--- config.mk ---
export PLATFORM = sky130hd
export DESIGN_NAME = bob_retire_flat
export DESIGN_NICKNAME = d
export VERILOG_FILES = /design/src/rtl/bob_retire_pkg.sv /design/src/rtl/bob_retire_if.sv /design/src/rtl/bob_done_vec.sv /design/src/rtl/bob_retire.sv /design/src/flat_wrapper.sv
export SDC_FILE = /design/constraint.sdc
export NUM_CORES = 1
export LEC_CHECK = 0
export CORE_MARGIN = 3
export CORE_UTILIZATION = 55
export DETAILED_ROUTE_END_ITERATION = 10
export GPL_TIMING_DRIVEN = 0
export PLACE_DENSITY_LB_ADDON = 0.2
export SLEW_MARGIN = 10
export SYNTH_ARGS = -nofsm -noshare
export SYNTH_HDL_FRONTEND = slang
export SYNTH_SLANG_ARGS = --single-unit
--- constraint.sdc ---
create_clock -name clk -period 6.7 [get_ports clk]
set_input_delay 0.67 -clock clk [delete_from_list [all_inputs] [get_ports clk]]
set_output_delay 0.67 -clock clk [all_outputs]
set_load 0.02 [all_outputs]
--- src/rtl/bob_retire_pkg.sv ---
// Shared sizing for the branch order buffer retire end.
// The values mirror the `bob_width / `bob_addr_width / `bob_count macros.
package bob_retire_pkg;

    localparam int BOB_WIDTH      = 32;
    localparam int BOB_ADDR_WIDTH = 6;
    localparam int BOB_COUNT      = 48;

    typedef struct packed {
        logic [BOB_ADDR_WIDTH-1:0] addr;
        logic [BOB_WIDTH-1:0]      data;
    } bob_out_t;

endpackage

--- src/rtl/bob_retire_if.sv ---
// Allocator, BOB RAM read port, completion marks and retire output as one bundle.
// master = retire block, slave = its surroundings.
interface bob_retire_if #(
    parameter int WIDTH      = bob_retire_pkg::BOB_WIDTH,
    parameter int ADDR_WIDTH = bob_retire_pkg::BOB_ADDR_WIDTH
);
    logic                  except;
    logic                  hasRetire;
    logic [ADDR_WIDTH-1:0] retire_addr;
    logic                  doRetire;
    logic                  read_clkEn;
    logic [ADDR_WIDTH-1:0] read_addr;
    logic [WIDTH-1:0]      read_data;
    logic                  done_en;
    logic [ADDR_WIDTH-1:0] done_addr;
    logic                  out_valid;
    logic                  out_ready;
    logic [WIDTH-1:0]      out_data;
    logic [ADDR_WIDTH-1:0] out_addr;

    modport master (
        input  except, hasRetire, retire_addr, read_data, done_en, done_addr, out_ready,
        output doRetire, read_clkEn, read_addr, out_valid, out_data, out_addr
    );

    modport slave (
        output except, hasRetire, retire_addr, read_data, done_en, done_addr, out_ready,
        input  doRetire, read_clkEn, read_addr, out_valid, out_data, out_addr
    );
endinterface

--- src/rtl/bob_done_vec.sv ---
// Per-entry completion bits: indexed set, indexed clear, global clear, indexed read.
// Clears beat sets; indices at or above COUNT never match a bit.
module bob_done_vec
    import bob_retire_pkg::*;
#(
    parameter int COUNT      = BOB_COUNT,
    parameter int ADDR_WIDTH = BOB_ADDR_WIDTH
) (
    input  logic                  clk,
    input  logic                  rst,
    input  logic                  clr_all,
    input  logic                  set_en,
    input  logic [ADDR_WIDTH-1:0] set_addr,
    input  logic                  clr_en,
    input  logic [ADDR_WIDTH-1:0] clr_addr,
    input  logic [ADDR_WIDTH-1:0] rd_addr,
    output logic                  rd_bit
);

    logic [COUNT-1:0] done;

    always_ff @(posedge clk) begin
        if (rst || clr_all) begin
            done <= '0;
        end else begin
            for (int i = 0; i < COUNT; i++) begin
                if (clr_en && clr_addr == ADDR_WIDTH'(i))
                    done[i] <= 1'b0;
                else if (set_en && set_addr == ADDR_WIDTH'(i))
                    done[i] <= 1'b1;
            end
        end
    end

    always_comb begin
        rd_bit = 1'b0;
        for (int i = 0; i < COUNT; i++)
            if (rd_addr == ADDR_WIDTH'(i)) rd_bit = done[i];
    end

endmodule

--- src/rtl/bob_retire.sv ---
// In-order retire of the BOB head once its completion mark is set,
// presented through a registered valid/ready output stage.
module bob_retire
    import bob_retire_pkg::*;
#(
    parameter int WIDTH      = BOB_WIDTH,
    parameter int ADDR_WIDTH = BOB_ADDR_WIDTH,
    parameter int COUNT      = BOB_COUNT
) (
    input  logic         clk,
    input  logic         rst,
    bob_retire_if.master bus
);

    logic [ADDR_WIDTH-1:0] head_q;
    logic                  head_done;
    logic                  do_retire;
    logic                  out_valid_q;
    logic [WIDTH-1:0]      out_data_q;
    logic [ADDR_WIDTH-1:0] out_addr_q;

    // The RAM registers retire_addr, so read_data this cycle belongs to head_q.
    assign bus.read_clkEn = ~rst;
    assign bus.read_addr  = bus.retire_addr;

    assign do_retire = bus.hasRetire & head_done & ~bus.except & ~rst
                     & (~out_valid_q | bus.out_ready);
    assign bus.doRetire = do_retire;

    bob_done_vec #(
        .COUNT      (COUNT),
        .ADDR_WIDTH (ADDR_WIDTH)
    ) u_done (
        .clk      (clk),
        .rst      (rst),
        .clr_all  (bus.except),
        .set_en   (bus.done_en),
        .set_addr (bus.done_addr),
        .clr_en   (do_retire),
        .clr_addr (head_q),
        .rd_addr  (head_q),
        .rd_bit   (head_done)
    );

    always_ff @(posedge clk) begin
        if (rst) begin
            head_q      <= '0;
            out_valid_q <= 1'b0;
            out_data_q  <= '0;
            out_addr_q  <= '0;
        end else begin
            head_q <= bus.retire_addr;
            // A retire in the same cycle as a consume reloads without a bubble.
            if (do_retire) begin
                out_valid_q <= 1'b1;
                out_data_q  <= bus.read_data;
                out_addr_q  <= head_q;
            end else if (bus.out_ready) begin
                out_valid_q <= 1'b0;
            end
        end
    end

    assign bus.out_valid = out_valid_q;
    assign bus.out_data  = out_data_q;
    assign bus.out_addr  = out_addr_q;

endmodule

--- src/flat_wrapper.sv ---
// flat-port wrapper written by rule: the top's interface ports become plain ports
module bob_retire_flat import bob_retire_pkg::*;
#(
    parameter int WIDTH      = BOB_WIDTH,
    parameter int ADDR_WIDTH = BOB_ADDR_WIDTH,
    parameter int COUNT      = BOB_COUNT
)
  (clk, rst, bus_except, bus_hasRetire, bus_retire_addr, bus_read_data, bus_done_en, bus_done_addr, bus_out_ready, bus_doRetire, bus_read_clkEn, bus_read_addr, bus_out_valid, bus_out_data, bus_out_addr);
  bob_retire_if #(.WIDTH(WIDTH), .ADDR_WIDTH(ADDR_WIDTH)) bus_i ();
  input  logic clk;
  input  logic rst;
  input wire logic [$bits(bus_i.except)-1:0] bus_except;
  input wire logic [$bits(bus_i.hasRetire)-1:0] bus_hasRetire;
  input wire logic [$bits(bus_i.retire_addr)-1:0] bus_retire_addr;
  input wire logic [$bits(bus_i.read_data)-1:0] bus_read_data;
  input wire logic [$bits(bus_i.done_en)-1:0] bus_done_en;
  input wire logic [$bits(bus_i.done_addr)-1:0] bus_done_addr;
  input wire logic [$bits(bus_i.out_ready)-1:0] bus_out_ready;
  output wire logic [$bits(bus_i.doRetire)-1:0] bus_doRetire;
  output wire logic [$bits(bus_i.read_clkEn)-1:0] bus_read_clkEn;
  output wire logic [$bits(bus_i.read_addr)-1:0] bus_read_addr;
  output wire logic [$bits(bus_i.out_valid)-1:0] bus_out_valid;
  output wire logic [$bits(bus_i.out_data)-1:0] bus_out_data;
  output wire logic [$bits(bus_i.out_addr)-1:0] bus_out_addr;
  assign bus_i.except = bus_except;
  assign bus_i.hasRetire = bus_hasRetire;
  assign bus_i.retire_addr = bus_retire_addr;
  assign bus_i.read_data = bus_read_data;
  assign bus_i.done_en = bus_done_en;
  assign bus_i.done_addr = bus_done_addr;
  assign bus_i.out_ready = bus_out_ready;
  assign bus_doRetire = bus_i.doRetire;
  assign bus_read_clkEn = bus_i.read_clkEn;
  assign bus_read_addr = bus_i.read_addr;
  assign bus_out_valid = bus_i.out_valid;
  assign bus_out_data = bus_i.out_data;
  assign bus_out_addr = bus_i.out_addr;
  bob_retire #(.WIDTH(WIDTH), .ADDR_WIDTH(ADDR_WIDTH), .COUNT(COUNT)) u_core (.clk(clk), .rst(rst), .bus(bus_i));
endmodule
==> reports/metrics.cfg <==
[status]
outcome=completed

[clocking]
clkLatencyLatePin_ns=0.36
cts_root_buffer=clkbuf_8
path_clk_slew_ns=0.09
cts_hold_buf=0
numCtsBuffers=9
clockBufferDepth=2
cts_setup_buffers=0
cts_tree=done
cts_sinks=93
cts_resized=0
ctsHtreeMaxLevel=3

[yosys]
synth_top_area_share_pct=39.1
synth-edff-count=0
synth_top_cells_by_area=dfxtp_1 (39%), nor2b_1 (6.6%), mux2_4 (5.7%)
synth_seq_cells=93
yosysWarnings=0
synthTopCellsByCount=dfxtp_1 (93), nor2_1 (68), o21ai_0 (52)
synthArstFlopShare_pct=0
ys.flop_type=dfxtp_1
syn_area_um2=4760
synth_top_cell_by_area=dfxtp_1
synthDistinctLibCells=64
synth_nets=582
syn_area_per_cell_um2=8.94
synthCells=532
ys_seq_area_share_pct=39.1
yosysMostFrequentCell=dfxtp_1

[place]
dp.final_hpwl_mm=11.2
dp_slack_ns=2.35
placement.cell_area_um2=5850
port_buffers=96
gp_congestion=0.989
place_inst=733

[cells_and_area]
antenna-diode-count=0
finish.utilization_pct=73.0
fin_nets=689
drive_above_1_share_pct=14.8
fillers=623
final_cell_area_um2=6060
area_growth_syn_to_layout_pct=27.3
stdcell_count=749

[route]
drtPass1Iterations=5
routed-via-count=4672
wl_mm=15.4
drc=0
avgRoutedWirePerCell_um=20.6
routed_via_density=6.24
first_iter_violations=502
ant_nets=0

[grt]
grt_busiest_layer=met2
use_met1_pct=38.6
grt_pass1_vias=4561
grt_util_met3_pct=9.13
overflow=0
grt_pass1_wl_mm=24.3
met2_usage_pct=49.9
grt_usage_pct=31.6
antenna_found_initial=0
grt_start_max_net_pins=16

[power]
leakagePower_nw=2.28
ir_drop_mv=0.123
p_per_area_nw_per_um2=190

[sta]
period_share_pct=65.0
hold_viol=0
drv_slew=0
rsz0062_at_grt=false
slew_headroom_pct=57.1
fin_ws_ns=2.34
fin_tns_setup_ns=0
setup_violations=0
worst_pin_slew_ns=0.644
fin_worst_skew_ns=0.0191
fmax_mhz=230
fin_crit_ns=4.36

[worst_setup_path]
worstPathRequired_ns=6.03
r2r_cells=10
path_max_fanout=10
reg2reg_slack_ns=3.75
crit_path_end_kind=primary output
reg2reg_to=u_core.bus.out_data[4]$_SDFFE_PP0P_
rr_startpoint=u_core.head_q[1]$_SDFF_PP0_
critical_path_class=in2out
worst_ep_arrival_time_ns=3.69
crit_path_start_kind=input port

[die]
num_rows=33
die_w_um=99.0
core-area_um2=8300
start_util_pct=57.3
dieArea_um2=9800
io_pins=97
die_y_um=99.0

[flow_run]
max-cap-violations=0

[worst_hold_path]
min-delay-start=u_core.bus.out_addr[5]$_SDFFE_PP0P_
hold_path.class=reg2reg
whs_path_depth=2
holdPathEnd=u_core.bus.out_addr[5]$_SDFFE_PP0P_

-- worst max-delay path, cell delays in order --
cell and delay (ns):
clkdlybuf4s50_1 0.58, or3b_1 0.47, a2111oi_2 0.26, a211o_1 0.16
and2_1 0.17, o221ai_1 0.14, a21o_4 0.22, inv_2 0.07
buf_2 0.28, clkdlybuf4s50_1 0.66
-- where the power goes --
part           total [mW]  leakage [nW]  switching, mW  internal, mW
combinational       0.180          1.42         0.0985        0.0813
clock               0.402         0.110          0.208         0.194
sequential          0.568         0.752        0.00620         0.562
total                1.15          2.28          0.313         0.837
-- cells in the final DEF (no fill, tap or decap), types with 3 or more instances in the layout --
cell type,Yosys,layout
a21oi_1,14,14
a31oi_1,42,42
a41oi_1,5,5
and2_1,3,3
buf_2,10,10
buf_4,10,10
buf_6,6,6
clkbuf_1,19,19
clkbuf_8,0,11
clkdlybuf4s50_1,0,96
dfxtp_1,93,93
mux2_2,20,20
mux2_4,18,18
mux2i_1,15,15
nand2_1,17,17
nand2b_1,6,6
nand3_1,12,12
nand3b_1,4,4
nor2_1,68,68
nor2b_1,50,50
nor3_1,8,8
o211ai_1,3,3
o21ai_0,52,52
-- metal layers --
layer	wire length, µm	up-vias
met4	788	0
met3	1730	70
li1	-	2119
met2	7010	336
met5	0	-
met1	5890	2147
-- cell type report --
type | count | area, µm² | area share, %
Buffer | 48 | 298 | 4.91
Clock buffer | 11 | 151 | 2.50
Clock inverter | 5 | 57.6 | 0.950
Inverter | 4 | 15.0 | 0.248
Multi-Input combinational cell | 387 | 2580 | 42.6
Sequential cell | 93 | 1860 | 30.7
Tap cell | 105 | 131 | 2.17
Timing Repair Buffer | 96 | 961 | 15.9
-- cell families (layout without fill, tap and decap cells) --
group | after synthesis | count (layout) | synth area share [%]
AOI/OAI and AO/OA | 146 | 146 | 19.7
xor gates and xnor gates | 1 | 1 | 0.184
buffers and inverters | 52 | 164 | 6.57
DFF | 93 | 93 | 39.1
muxes | 53 | 53 | 13.6
and+or+nand+nor | 187 | 187 | 20.8
-- registers in the layout, indices dropped and copies added (netlist names) --
| signal | cells |
|---|---|
| u_core.bus.out_addr | 6 |
| u_core.bus.out_data | 32 |
| u_core.bus.out_valid | 1 |
| u_core.head_q | 6 |
| u_core.u_done.done | 48 |
-- worst max path at each step --
stage,startpoint,end,slack [ns]
2_1_floorplan,bus_except,bus_doRetire,3.88
3_3_place_gp,rst,bus_doRetire,2.38
3_5_place_dp,rst,bus_doRetire,2.35
4_1_cts,rst,bus_doRetire,2.35
5_1_grt,rst,bus_doRetire,2.17
6_report,rst,bus_doRetire,2.34
-- through the flow --
| stage | hold WS, ns | power (mW) |
|---|---|---|
| 6_report | 0.472 | 1.15 |
| 5_1_grt | 0.507 | 1.18 |
| 3_5_place_dp | 0.469 | 0.756 |
| 2_1_floorplan | 0.501 | 0.674 |
| 4_1_cts | 0.479 | 1.15 |
| 3_3_place_gp | 0.448 | 0.754 |
Power figures use the tool's default switching activity.
